### config.mk
export PLATFORM = sky130hd
export DESIGN_NAME = div_unit
export DESIGN_NICKNAME = d
export VERILOG_FILES = /design/src/rtl/div_unit.sv
export SDC_FILE = /design/constraint.sdc
export NUM_CORES = 1
export LEC_CHECK = 0
export ABC_CLOCK_PERIOD_IN_PS = 4300
export BUFFER_PORTS_ARGS = -buffer_cell sky130_fd_sc_hd__buf_2
export CAP_MARGIN = 10
export CORE_MARGIN = 10
export CORE_UTILIZATION = 45
export CTS_CLUSTER_SIZE = 25
export DETAILED_ROUTE_END_ITERATION = 8
export PLACE_DENSITY_LB_ADDON = 0.05
export REMOVE_ABC_BUFFERS = 1
export SYNTH_ARGS = -nofsm -noshare
export SYNTH_HDL_FRONTEND = slang
export SYNTH_SLANG_ARGS = --single-unit
### constraint.sdc
create_clock -name clock -period 4.3 [get_ports clock]
set_clock_uncertainty 0.2 [all_clocks]
set_input_delay 0.215 -clock clock [delete_from_list [all_inputs] [get_ports clock]]
set_output_delay 0.215 -clock clock [all_outputs]
set_load 0.01 [all_outputs]
### src/rtl/div_unit.sv
`timescale 1ns/1ps
`default_nettype none
// ============================================================================
// Module      : div_unit
// Description : Multi-cycle signed restoring divider with HI/LO result pair
//               and hazard-unit stall output for the MIPS execute stage.
// Revision    : 1.0 - initial release
// ============================================================================
module div_unit (
    input  logic        clock,
    input  logic        reset_n,
    input  logic        div_start,
    input  logic [31:0] dividend,
    input  logic [31:0] divisor,
    input  logic        is_mf_hi,
    input  logic        is_mf_lo,
    output logic [31:0] hi,
    output logic [31:0] lo,
    output logic        busy,
    output logic        stall,
    output logic        div_by_zero
);

    localparam logic [1:0] c_st_idle  = 2'd0;
    localparam logic [1:0] c_st_run   = 2'd1;
    localparam logic [1:0] c_st_fixup = 2'd2;

    logic [1:0]  r_state;
    logic [1:0]  w_state_next;
    logic [4:0]  r_count;
    logic [32:0] r_rem;
    logic [31:0] r_quo;
    logic [31:0] r_dvsr;
    logic [31:0] r_dvd_orig;
    logic        r_q_neg;
    logic        r_r_neg;
    logic        r_dvz;

    logic [31:0] w_dvd_abs;
    logic [31:0] w_dvsr_abs;
    logic [33:0] w_shift;
    logic [33:0] w_diff;
    logic        w_take;

    assign w_dvd_abs  = dividend[31] ? (~dividend + 32'd1) : dividend;
    assign w_dvsr_abs = divisor[31]  ? (~divisor  + 32'd1) : divisor;

    // r_quo starts as |dividend| and shifts out its MSB while quotient bits shift in.
    assign w_shift = {r_rem, r_quo[31]};
    assign w_diff  = w_shift - {2'b00, r_dvsr};
    assign w_take  = ~w_diff[33];

    assign busy  = (r_state != c_st_idle);
    assign stall = busy & (is_mf_hi | is_mf_lo | div_start);

    always_ff @(posedge clock or negedge reset_n) begin
        if (!reset_n) begin
            r_state <= c_st_idle;
        end else begin
            r_state <= w_state_next;
        end
    end

    always_comb begin
        w_state_next = r_state;
        case (r_state)
            c_st_idle: begin
                if (div_start) begin
                    w_state_next = c_st_run;
                end
            end
            c_st_run: begin
                if (r_count == 5'd0) begin
                    w_state_next = c_st_fixup;
                end
            end
            c_st_fixup: begin
                w_state_next = c_st_idle;
            end
            default: begin
                w_state_next = c_st_idle;
            end
        endcase
    end

    always_ff @(posedge clock or negedge reset_n) begin
        if (!reset_n) begin
            r_count     <= 5'd0;
            r_rem       <= 33'd0;
            r_quo       <= 32'd0;
            r_dvsr      <= 32'd0;
            r_dvd_orig  <= 32'd0;
            r_q_neg     <= 1'b0;
            r_r_neg     <= 1'b0;
            r_dvz       <= 1'b0;
            hi          <= 32'd0;
            lo          <= 32'd0;
            div_by_zero <= 1'b0;
        end else begin
            div_by_zero <= 1'b0;
            case (r_state)
                c_st_idle: begin
                    if (div_start) begin
                        r_rem      <= 33'd0;
                        r_quo      <= w_dvd_abs;
                        r_dvsr     <= w_dvsr_abs;
                        r_dvd_orig <= dividend;
                        r_q_neg    <= dividend[31] ^ divisor[31];
                        r_r_neg    <= dividend[31];
                        r_dvz      <= (divisor == 32'd0);
                        r_count    <= 5'd31;
                    end
                end
                c_st_run: begin
                    r_rem <= w_take ? w_diff[32:0] : w_shift[32:0];
                    r_quo <= {r_quo[30:0], w_take};
                    if (r_count != 5'd0) begin
                        r_count <= r_count - 5'd1;
                    end
                end
                c_st_fixup: begin
                    // A zero divisor overrides whatever the magnitude loop produced.
                    if (r_dvz) begin
                        lo          <= 32'hFFFF_FFFF;
                        hi          <= r_dvd_orig;
                        div_by_zero <= 1'b1;
                    end else begin
                        lo <= r_q_neg ? (~r_quo + 32'd1) : r_quo;
                        hi <= r_r_neg ? (~r_rem[31:0] + 32'd1) : r_rem[31:0];
                    end
                end
                default: begin
                end
            endcase
        end
    end

endmodule
`default_nettype wire
After elaboration in Yosys (flattened, before gate mapping) --
Cells that the tools add are included.
Storage, ports and cells: word-level logic and storage cells 61, input bits 69, output and inout bits 67, register bits after elaboration 204
Cells by class: muxes and demuxes 19, bitwise logic cells 9, equal/unequal tests 5, reductions and logical operators 10, add/sub/neg operators 6
Operators with widths (number):
- 32-bit 2-to-1 mux | 7
- 32-bit by 1-bit adder with 32-bit output (second input constant) | 4
- 32-bit NOT | 4
- 33-bit 2-to-1 mux | 2
- 33-bit case mux with 2 select lines | 1
- 32-bit case mux with 2 select lines | 1
- 34-bit by 32-bit subtractor with 34-bit output | 1
- 32-bit logical NOT | 1
- 5-bit 2-to-1 mux | 2
- 5-bit case mux with 2 select lines | 1
- 2-bit inequality test (second input constant) | 3
- 2-bit AND reduction | 3
- 5-bit logical NOT | 1
- 5-bit nonzero test | 1
- 5-bit by 1-bit subtractor with 5-bit output (second input constant) | 1
- 2-bit 2-to-1 mux | 2
- 2-bit case mux with 2 select lines | 1
- 2-bit nonzero test | 2
- 3-bit AND reduction | 1
- 2-bit by 1-bit equality test with 1-bit output (second input constant) | 1
- 2-bit equality test (second input constant) | 1
- 2-bit logical NOT | 1
- 1-bit 2-to-1 mux | 2
- 1-bit bitwise OR | 2
- 3 further kinds | 3

Depth between registers and ports, before layout --
Gate-level depths: netlist (run 1).
word-level depth 5, mapped depth 14

Least setup slack after synthesis (run 1) --
No wires, ideal clock.
kind register to register, start reg r_rem[3], end reg r_rem[28], stages on the path, launching flop included 12, clock period less this slack 3.281 ns, arrival 2.998 ns, path slack 1.019 ns, path through dfrtp_1 -> ha_1 -> nand2_1 -> a211oi_1 -> o21ai_0 -> o211a_1 -> o31a_1 -> o41ai_2 -> xnor2_1 -> clkbuf_1 -> a32oi_1 -> o21ai_0
Between the ends: word-level cells in the longest chain between the ends 3
Ends and longest elaborated chain:
- start: declaration | RTL line 31 | logic [32:0] r_rem;
- start signal: assignment | RTL line 115 | r_rem <= w_take ? w_diff[32:0] : w_shift[32:0];
- 34-bit by 32-bit subtractor with 34-bit output | RTL line 50 | assign w_diff = w_shift - {2'b00, r_dvsr};
- 33-bit 2-to-1 mux | RTL line 115
- 33-bit case mux with 2 select lines | RTL line 101 | case (r_state)
No other way between the ends. A chain may end at the register's enable or synchronous reset.

Worst setup path in the final report (run 1) --
start in divisor[7], end reg r_dvsr[30]
Between the ends: word-level cells in the longest chain between the ends 3
Ends and longest elaborated chain:
- start: declaration | RTL line 14 | input logic [31:0] divisor,
- 32-bit NOT | RTL line 46 | assign w_dvsr_abs = divisor[31] ? (~divisor + 32'd1) : divisor;
- 32-bit by 1-bit adder with 32-bit output | RTL line 46
- 32-bit 2-to-1 mux | RTL line 46
- end signal: assignment | RTL line 106 | r_dvsr <= w_dvsr_abs;
- end: declaration | RTL line 33 | logic [31:0] r_dvsr;
No other way between the ends.

==> impl_metrics.toml, run 1 <==
[timing]
relSlewSlack = 0.209
rsz0062_at_grt = "false"
hold_viol = 0
slew_viol_final = 0
timing.final.ws_setup_ns = 0.338
setup_viol = 0
period_share = 0.921
tightest_slew_ns = 1.18
fmax_ghz = 0.252
tns_ns = 0
finalCriticalPeriod_ns = 3.96

[setup_path]
crit_family = "simple AND/OR/NAND/NOR gates"
timing.reg2reg.setup_slack_ns = 0.43
cp-start-kind = "primary input"
crit_type = "primary input to flop"
cp.required_ns = 4.48
crit_chain = "dlygate4sd3_1 -> buf_2 -> nor3_1 -> nand3_1 -> or4_1 -> or4_4 -> or3_4 -> or3_4 -> o41ai_4 -> dlygate4sd3_1 -> xor2_1 -> o21ai_1"
cp_max_fo = 5
critPathCaptureType = "flop"
max_stage_delay_ns = 0.60
cp.buffers_inverters = 3
cp.arrival_ns = 4.14
crit_slowest_cell = "dlygate4sd3_1"

[clocking]
cts_tree = "built"
htree_num_levels = 1
ctsResizeCount = 0
root_buffer = "clkbuf_16"
cts.sinks = 203
clkTransAtPathRegs_ns = 0.06
cts_buffers = 24
insertion_delay_ns = 0.52
clockBufferDepth = 3

[final_layout]
antenna_cells = 0
areaGrowthSynthToFinish_pct = 20.8
drive_above_1_share = 0.125
fillerInstances = 2520
nNetsFinal = 1762

[yosys]
synth_cell_type_count = 61
synthFlopType = "dfrtp_1"
syn_avg_cell_area_um2 = 8.44
netlist_top_cells_count = "nand2_1 (237), dfrtp_1 (203), o21ai_0 (153)"
synth_area_um2 = 12500
postSynthCellCount = 1477
synth_top_area_cell = "dfrtp_1"
ys_top_cells_by_area = "dfrtp_1 (41%), xor2_1 (7.9%), nand2_1 (7.1%)"
synth_top_area_share = 0.407
synth-warning-count = 0
seq_area_frac_synth = 0.407
yosysMostFrequentCell = "nand2_1"
synthArstFlopShare = 1.00
synth-edff-count = 0
yosys_register_bits = 203

[floorplan]
fp.dieH_um = 186
die_width_um = 186
core_um2 = 27100
die_area_um2 = 34800
start_util = 0.460
top_level_ports = 136
std_cell_rows = 60

[detailed_routing]
via_per_inst = 5.33
vias = 10900
drt_pre_antenna_iters = 5
wl_mm = 33.5
drt-initial-drc-count = 778
routedWlPerCell_um = 16.4
drc_errors = 0
ant_nets = 0

[global_route]
grt_pass1_vias = 10800
grt_max_degree = 119
antenna_found_initial = 0
track_usage = 0.190
grt_pass1_wl_mm = 56.8
grt_overflow = 0

[power]
power_density_nw_per_um2 = 788
total_leakage_power_uw = 0.00692
ir_drop_mv = 0.347

[run_status]
status = "completed"

[hold_path]
hold_path_class = "primary input to flop"

[place]
gp_congestion = 0.910
dp_slack_ns = 0.475
portBuffers = 135
dp_hpwl_mm = 24.2

[run]
max-cap-violations = 0
[through the flow]
| step | utilization | hold slack (ns) | cells | power, µW | instance area, µm² |
|---|---|---|---|---|---|
| after global placement | 0.498 | 0.232 | 1918 | 9800 | 13500 |
| after detailed placement | 0.498 | 0.226 | 1918 | 9870 | 13500 |
| after CTS | 0.556 | 0.0438 | 2042 | 12000 | 15100 |
| final | 0.556 | 0.0587 | 2042 | 11900 | 15100 |
| after floorplan | - | -0.281 | 1392 | 8080 | 12200 |
| after global routing | 0.556 | 0.116 | 2042 | 13100 | 15100 |
[report_power, final]
part | internal [µW] | switching [µW] | leakage, µW
Clock | 1170 | 788 | 0.000360
Sequential | 2630 | 807 | 0.00245
Combinational | 2800 | 3670 | 0.00411
Total | 6600 | 5270 | 0.00692
[kinds of logic after synthesis]
kind of cell	Yosys count	share of synthesized area
xor gates and xnor gates	154	0.108
buffers and inverters	136	0.0411
DFF	203	0.407
adders and majority gates	39	0.0397
and+or+nand+nor	536	0.199
muxes	8	0.00662
AOI/OAI and AO/OA	401	0.199
[sequential cells by signal, indices dropped and copies added, names as in the netlist]
| register | flops |
|---|---|
| r_state | 2 |
| r_count | 5 |
| r_dvsr | 32 |
| r_dvz | 1 |
| hi | 32 |
| lo | 32 |
| r_rem | 33 |
| r_dvd_orig | 32 |
| div_by_zero | 1 |
| r_q_neg | 1 |
| r_quo | 32 |
[path summary, 6_finish.rpt]
kind | end | depth (start not counted) | startpoint
max | r_dvsr[30] | 12 | divisor[7]
min | r_dvd_orig[30] | 4 | div_start
max reg2reg | r_rem[14] | 11 | r_rem[21]
min reg2reg | lo[0] | 2 | lo[0]
max in group asynchronous | r_dvsr[14] | 3 | reset_n
min in group asynchronous | lo[2] | 2 | reset_n
[layout by cell type, fill, tap and decap left out, types with 4 or more instances in the layout]
cell / instances
o21ai_0: 153
dfrtp_1: 203
xnor2_1: 40
a21o_1: 21
or4_1: 24
a32oi_1: 5
dlygate4sd3_1: 82
or2_2: 4
nor3_1: 12
a211oi_1: 4
clkbuf_1: 12
a22oi_1: 32
o211ai_1: 6
o21bai_1: 5
nand4_1: 11
inv_1: 51
nand2_1: 236
ha_1: 38
nor2_1: 80
mux2i_1: 6
a31oi_1: 6
and3_1: 18
nor4_1: 4
xor2_1: 113
nor2b_1: 7
clkbuf_16: 24
nand2b_1: 9
o31ai_1: 36
o41ai_1: 10
o21a_1: 5
a21oi_1: 92
or3_1: 12
nand3_1: 99
buf_2: 134
buf_4: 18
[metal layers]
metal,GRT usage,wire length [µm],share of wire
met4,0.0406,539,0.016
met2,0.320,15900,0.47
met3,0.0250,1120,0.033
met1,0.256,16000,0.48
met5,0,0,0
[worst register-to-register path, delay by kind of cell, from the launching register on]
| family | cells | cell delay (ns) |
|---|---|---|
| xor gates and xnor gates | 1 | 0.92 |
| and+or+nand+nor | 2 | 0.18 |
| AOI/OAI and AO/OA | 6 | 1.34 |
| buffers and inverters | 1 | 0.28 |
| adders and majority gates | 1 | 0.45 |
| DFF | 1 | 0.44 |
[cell type report]
type	count	area, µm²	area share
Multi-Input combinational cell	1138	6920	0.460
Sequential cell	203	5080	0.337
Timing Repair Buffer	236	1660	0.110
Clock buffer	37	659	0.0438
Tap cell	372	465	0.0309
Inverter	51	191	0.0127
Clock inverter	5	86.3	0.00573
[what timing repair did]
action / CTS / global route
hold buffers: 82 / 0
hold endpoints to repair: 212 / 0
setup buffers: 0 / 0
setup endpoints to repair: 0 / 0
No activity file was read; power rests on OpenSTA's default activity.
==> inputs of run 2 (changes only) <==
- GPL_TIMING_DRIVEN: not set -> 0
- RECOVER_POWER: not set -> 100
==> run 2 against run 1 <==
Sequential share of layout area increased by 0.21 points. Cell area decreased by 0.58%. Non-clock buffer count fell by 9. Utilization decreased by 0.32 points. Power down 0.67%. Highest routed layer unchanged. The run now ends with max-capacitance violations, max-slew violations left. Cell count decreased by 0.44%.
==> impl_metrics.toml, run 2 (same netlist as run 1, synthesis figures left out) <==
[setup_path]
r2r_cells = 12
cp.required_ns = 4.53
cp-start-kind = "flop"
cp.arrival_ns = 4.27
cp_max_fo = 22
critPathCaptureType = "flop"
crit_type = "flop to flop"

[power]
seqPwrFrac = 0.291
comb_power_share = 0.544
total_leakage_power_uw = 0.00670
power_density_nw_per_um2 = 787
p_clk_frac = 0.164
intPower_uw = 6530
ir_drop_mv = 0.424
swShare = 0.446
totalPowerFinal_uw = 11800
power.switching_uw = 5260

[clocking]
root_buffer = "clkbuf_16"
htree_num_levels = 1
cts_tree = "built"
clockBufferDepth = 3
insertion_delay_ns = 0.53
cts_buffers = 24
cts.sinks = 203
clkTransAtPathRegs_ns = 0.06

[detailed_routing]
via_per_inst = 5.30
drt-initial-drc-count = 607
vias = 10800
wl_mm = 32.7
ant_nets = 0
drt_pre_antenna_iters = 5
drc_errors = 0
routedWlPerCell_um = 16.1

[floorplan]
top_level_ports = 136
core_um2 = 27100
die_area_um2 = 34800
start_util = 0.460
die_width_um = 186
fp.dieH_um = 186
std_cell_rows = 60

[place]
dp_slack_ns = -0.133
gp_congestion = 0.920
portBuffers = 135
dp_hpwl_mm = 23.5

[run_status]
violations = "max-capacitance violations, max-slew violations"
status = "finished, violations left"

[timing]
whs_ns = 0.134
relSlewSlack = -0.725
period_share = 0.940
fmax_ghz = 0.247
tightest_slew_ns = 2.59
rsz0062_at_grt = "false"
setup_viol = 0
finalCriticalPeriod_ns = 4.04
hold_viol = 0
slew_viol_final = 192
timing.final.ws_setup_ns = 0.258

[final_layout]
largest_reg_flops = 33
mostFrequentLayoutCell = "nand2_1"
largest-register = "r_rem"
final_util = 0.553
mostFrequentLayoutCells = "nand2_1 (237), dfrtp_1 (202), o21ai_0 (153)"
nNetsFinal = 1753
drive_above_1_share = 0.0813
fillerInstances = 2548
areaGrowthSynthToFinish_pct = 20.1

[global_route]
grt_max_degree = 82
grt_pass1_vias = 10700
grt_overflow = 0
grt_pass1_wl_mm = 54.9
antenna_found_initial = 1
track_usage = 0.183

[hold_path]
hold_path_class = "primary input to flop"
hold_path_depth = 3

[run]
max-cap-violations = 4
==> run 2: repair_timing <==
| action | 4_1_cts | 5_1_grt |
|---|---|---|
| gates resized for setup | 2 | 1 |
| setup endpoints to repair | 5 | 4 |
| hold buffers | 80 | 0 |
| endpoints found under the hold margin | 219 | 0 |
| buffers inserted | 0 | 0 |
==> run 2: power by group through the flow <==
| stage | logic (µW) | clock network (µW) | registers (µW) |
|---|---|---|---|
| finish | 6420 | 1940 | 3440 |
| global route | 7330 | 2060 | 3550 |
| CTS | 6480 | 2000 | 3430 |
| detailed placement | 6360 | 0 | 3450 |
| global placement | 6120 | 0 | 3430 |
| floorplan | 4850 | 0 | 3230 |
==> run 2: final cells by class <==
| type | instances | area [µm²] | area share |
|---|---|---|---|
| clock inverter | 5 | 36.3 | 0.00242 |
| inverter | 51 | 191 | 0.0128 |
| clock buffer | 36 | 716 | 0.0478 |
| multi-input combinational | 1138 | 6920 | 0.462 |
| antenna | 1 | 2.50 | 0.000167 |
| sequential | 203 | 5080 | 0.339 |
| timing repair buffer | 227 | 1570 | 0.105 |
| tap | 372 | 465 | 0.0311 |
==> run 2: metal layers <==
| metal | routed length, µm | up-vias | global-route usage |
|---|---|---|---|
| met1 | 15800 | 4994 | 0.246 |
| met2 | 15300 | 193 | 0.307 |
| met4 | 587 | 0 | 0.0431 |
| li1 | - | 5548 | - |
| met3 | 967 | 33 | 0.0238 |
| met5 | 0 | - | 0 |
==> run 2: critical path, stage by stage (launching register included) <==
cell      delay [ns]
dfrtp_1         0.39
inv_1           0.17
ha_1            0.25
nand2b_1        0.18
a211oi_2        0.33
o21ai_0         0.12
o211a_1         0.18
o31a_1          0.40
o41ai_4         0.61
xor2_4          0.32
buf_8           0.22
nand2_1         0.26
o211ai_1        0.27
==> run 2: final timing paths <==
kind | start | slack (ns) | end
worst max-delay path | r_quo[31] | 0.26 | r_rem[31]
worst min register to register | r_dvsr[9] | 0.27 | r_dvsr[9]
worst min-delay path | divisor[31] | 0.13 | r_q_neg
min in group asynchronous | reset_n | 0.65 | lo[2]
worst max register to register | r_quo[31] | 0.26 | r_rem[31]
max in group asynchronous | reset_n | 1.08 | r_dvz
==> run 2: metrics by stage <==
step / std cells / setup TNS, ns / area (µm²)
after floorplan: 1392 / -104.29 / 12200
after global routing: 2033 / 0 / 15000
final: 2033 / 0 / 15000
after global placement: 1899 / -523.67 / 13300
after CTS: 2032 / 0 / 15200
after detailed placement: 1911 / -0.522 / 13600
==> inputs of run 3 (changes only) <==
- PLACE_DENSITY: not set -> 0.61
- PLACE_DENSITY_LB_ADDON: 0.05 -> not set
==> run 3 against run 2 <==
The run still ends with max-capacitance violations, max-slew violations left. Sequential power is essentially flat. Combinational power barely moved. Via count up 1.1%. Global-route usage up 0.23 points. Cell count down 0.20%. Critical path depth did not move. Power increased by 0.50%. Fmax is 0.24% lower. Clock-buffer cell count down 1. Register-to-register slack improved by 0.07 ns. Die area unchanged. Flip-flop and latch count did not move. Largest cell class unchanged.
==> impl_metrics.toml, run 3 (same netlist as run 1, synthesis figures left out) <==
[power]
power_density_nw_per_um2 = 790
comb_power_share = 0.542
power.switching_uw = 5270
total_leakage_power_uw = 0.00673
ir_drop_mv = 0.368
totalPowerFinal_uw = 11800
swShare = 0.445
seqPwrFrac = 0.290
intPower_uw = 6580
p_clk_frac = 0.167

[clocking]
clockBufferDepth = 3
post-cts-setup-buffers = 0
cts_buffers = 24
cts_tree = "built"
insertion_delay_ns = 0.53
cts.sinks = 203
clkTransAtPathRegs_ns = 0.05
htree_num_levels = 1
root_buffer = "clkbuf_16"

[global_route]
grt_pass1_wl_mm = 55.8
busiest_layer = "met2"
antenna_found_initial = 0
grt_pass1_vias = 10900
met3_usage = 0.0253
grt.met2_usage = 0.309
track_usage = 0.185
grt_max_degree = 121
globalRouteMet1Util = 0.248
grt_overflow = 0

[timing]
finalCriticalPeriod_ns = 4.05
slew_viol_final = 144
tns_ns = 0
hold_viol = 0
rsz0062_at_grt = "false"
fmax_ghz = 0.247
setup_viol = 0
period_share = 0.942
relSlewSlack = -0.431
tightest_slew_ns = 2.15

[place]
dp_hpwl_mm = 23.3
gp_congestion = 0.858
portBuffers = 135
placed_cells = 1910

[final_layout]
fillerInstances = 2644
largest-register = "r_rem"
mostFrequentLayoutCells = "nand2_1 (236), dfrtp_1 (202), o21ai_0 (154)"
areaGrowthSynthToFinish_pct = 20.3
finalNonFillerCells = 2029
multiInputGateArea_um2 = 6920
seq_area_um2 = 5080
mostFrequentLayoutCell = "nand2_1"
drive_above_1_share = 0.0809
antenna_cells = 0
final_util = 0.554
nNetsFinal = 1751
largest_reg_flops = 33

[setup_path]
cp.required_ns = 4.45
cp.arrival_ns = 4.20
reg2reg_from = "r_quo[31]"
r2r_end = "r_rem[31]"
cp-start-kind = "primary input"
r2r_cells = 12
crit_type = "primary input to flop"
timing.reg2reg.setup_slack_ns = 0.33
critPathCaptureType = "flop"
cp_max_fo = 5

[detailed_routing]
routedWlPerCell_um = 16.2
drt_pre_antenna_iters = 6
vias = 10900
drc_errors = 0
via_per_inst = 5.37
ant_nets = 0
wl_mm = 32.8
drt-initial-drc-count = 609

[run]
max-cap-violations = 4

[hold_path]
hold_path_depth = 3
hp-start = "divisor[31]"
hold_path_end = "r_dvsr[31]"
hold_path_class = "primary input to flop"

[floorplan]
die_width_um = 186
fp.dieH_um = 186
core_um2 = 27100
start_util = 0.460
std_cell_rows = 60
die_area_um2 = 34800
top_level_ports = 136

[run_status]
status = "finished, violations left"
violations = "max-capacitance violations, max-slew violations"
[run 3: changes by cell type in the layout (fill, tap and decap cells not counted), sizes merged]
cell    delta
buf        +1
bufinv     +1
clkbuf     -4
clkinv     -1
diode      -1
[run 3: power groups by stage]
stage          combinational [µW]  clock (µW)  sequential (µW)
3_3_place_gp                 6140           0             3430
3_5_place_dp                 6370           0             3450
2_1_floorplan                4850           0             3230
4_1_cts                      6490        2030             3430
5_1_grt                      7360        2110             3570
6_report                     6420        1980             3440
[run 3: repair_timing]
item                                    in CTS  in global routing
gates cloned                                 0                  0
hold buffers                                79                  0
gates resized for setup                      2                  1
pin swaps                                    0                  1
endpoints found under the hold margin      180                  0
endpoints found under the setup margin       5                  5
[run 3: per-stage QoR]
| step | setup slack [ns] | instance area (µm²) | hold WS (ns) |
|---|---|---|---|
| global placement | -6.15 | 13300 | 0.249 |
| CTS | 0.124 | 15200 | 0.0900 |
| floorplan | -1.98 | 12200 | -0.281 |
| finish | 0.248 | 15000 | 0.103 |
| global route | 0.0205 | 15000 | 0.112 |
| detailed placement | -0.113 | 13600 | 0.0638 |
[run 3: worst max path at each step]
stage,from,to,slack (ns),cells past startpoint
floorplan,r_state[1],r_quo[10],-1.98,4
global placement,r_state[1],r_quo[25],-6.15,4
global route,divisor[6],r_dvsr[30],0.02,12
finish,divisor[7],r_dvsr[30],0.25,12
CTS,r_quo[31],r_rem[31],0.12,12
detailed placement,r_quo[31],r_rem[31],-0.11,12
[run 3: cell type report]
type                            instances  share of cell area
Inverter                               51              0.0128
Clock inverter                          5             0.00409
Tap cell                              372              0.0310
Sequential cell                       203               0.339
Clock buffer                           35              0.0474
Multi-Input combinational cell       1138               0.461
Timing Repair Buffer                  225               0.105
[run 3: routing by layer]
metal,wire length [µm],part of all wire
met1,15600,0.48
met2,15400,0.47
met5,0,0
met3,1080,0.033
met4,714,0.022
[run 3: critical path, cell delays in order]
cell and delay (ns):
dlygate4sd3_1 0.53, buf_2 0.13, nor3_1 0.26, nand3_1 0.17, or4_1 0.44, or4_1 0.49, or3_1 0.42, or3_4 0.43
o41ai_4 0.27, dlygate4sd3_1 0.60, xor2_1 0.15, o21ai_0 0.08
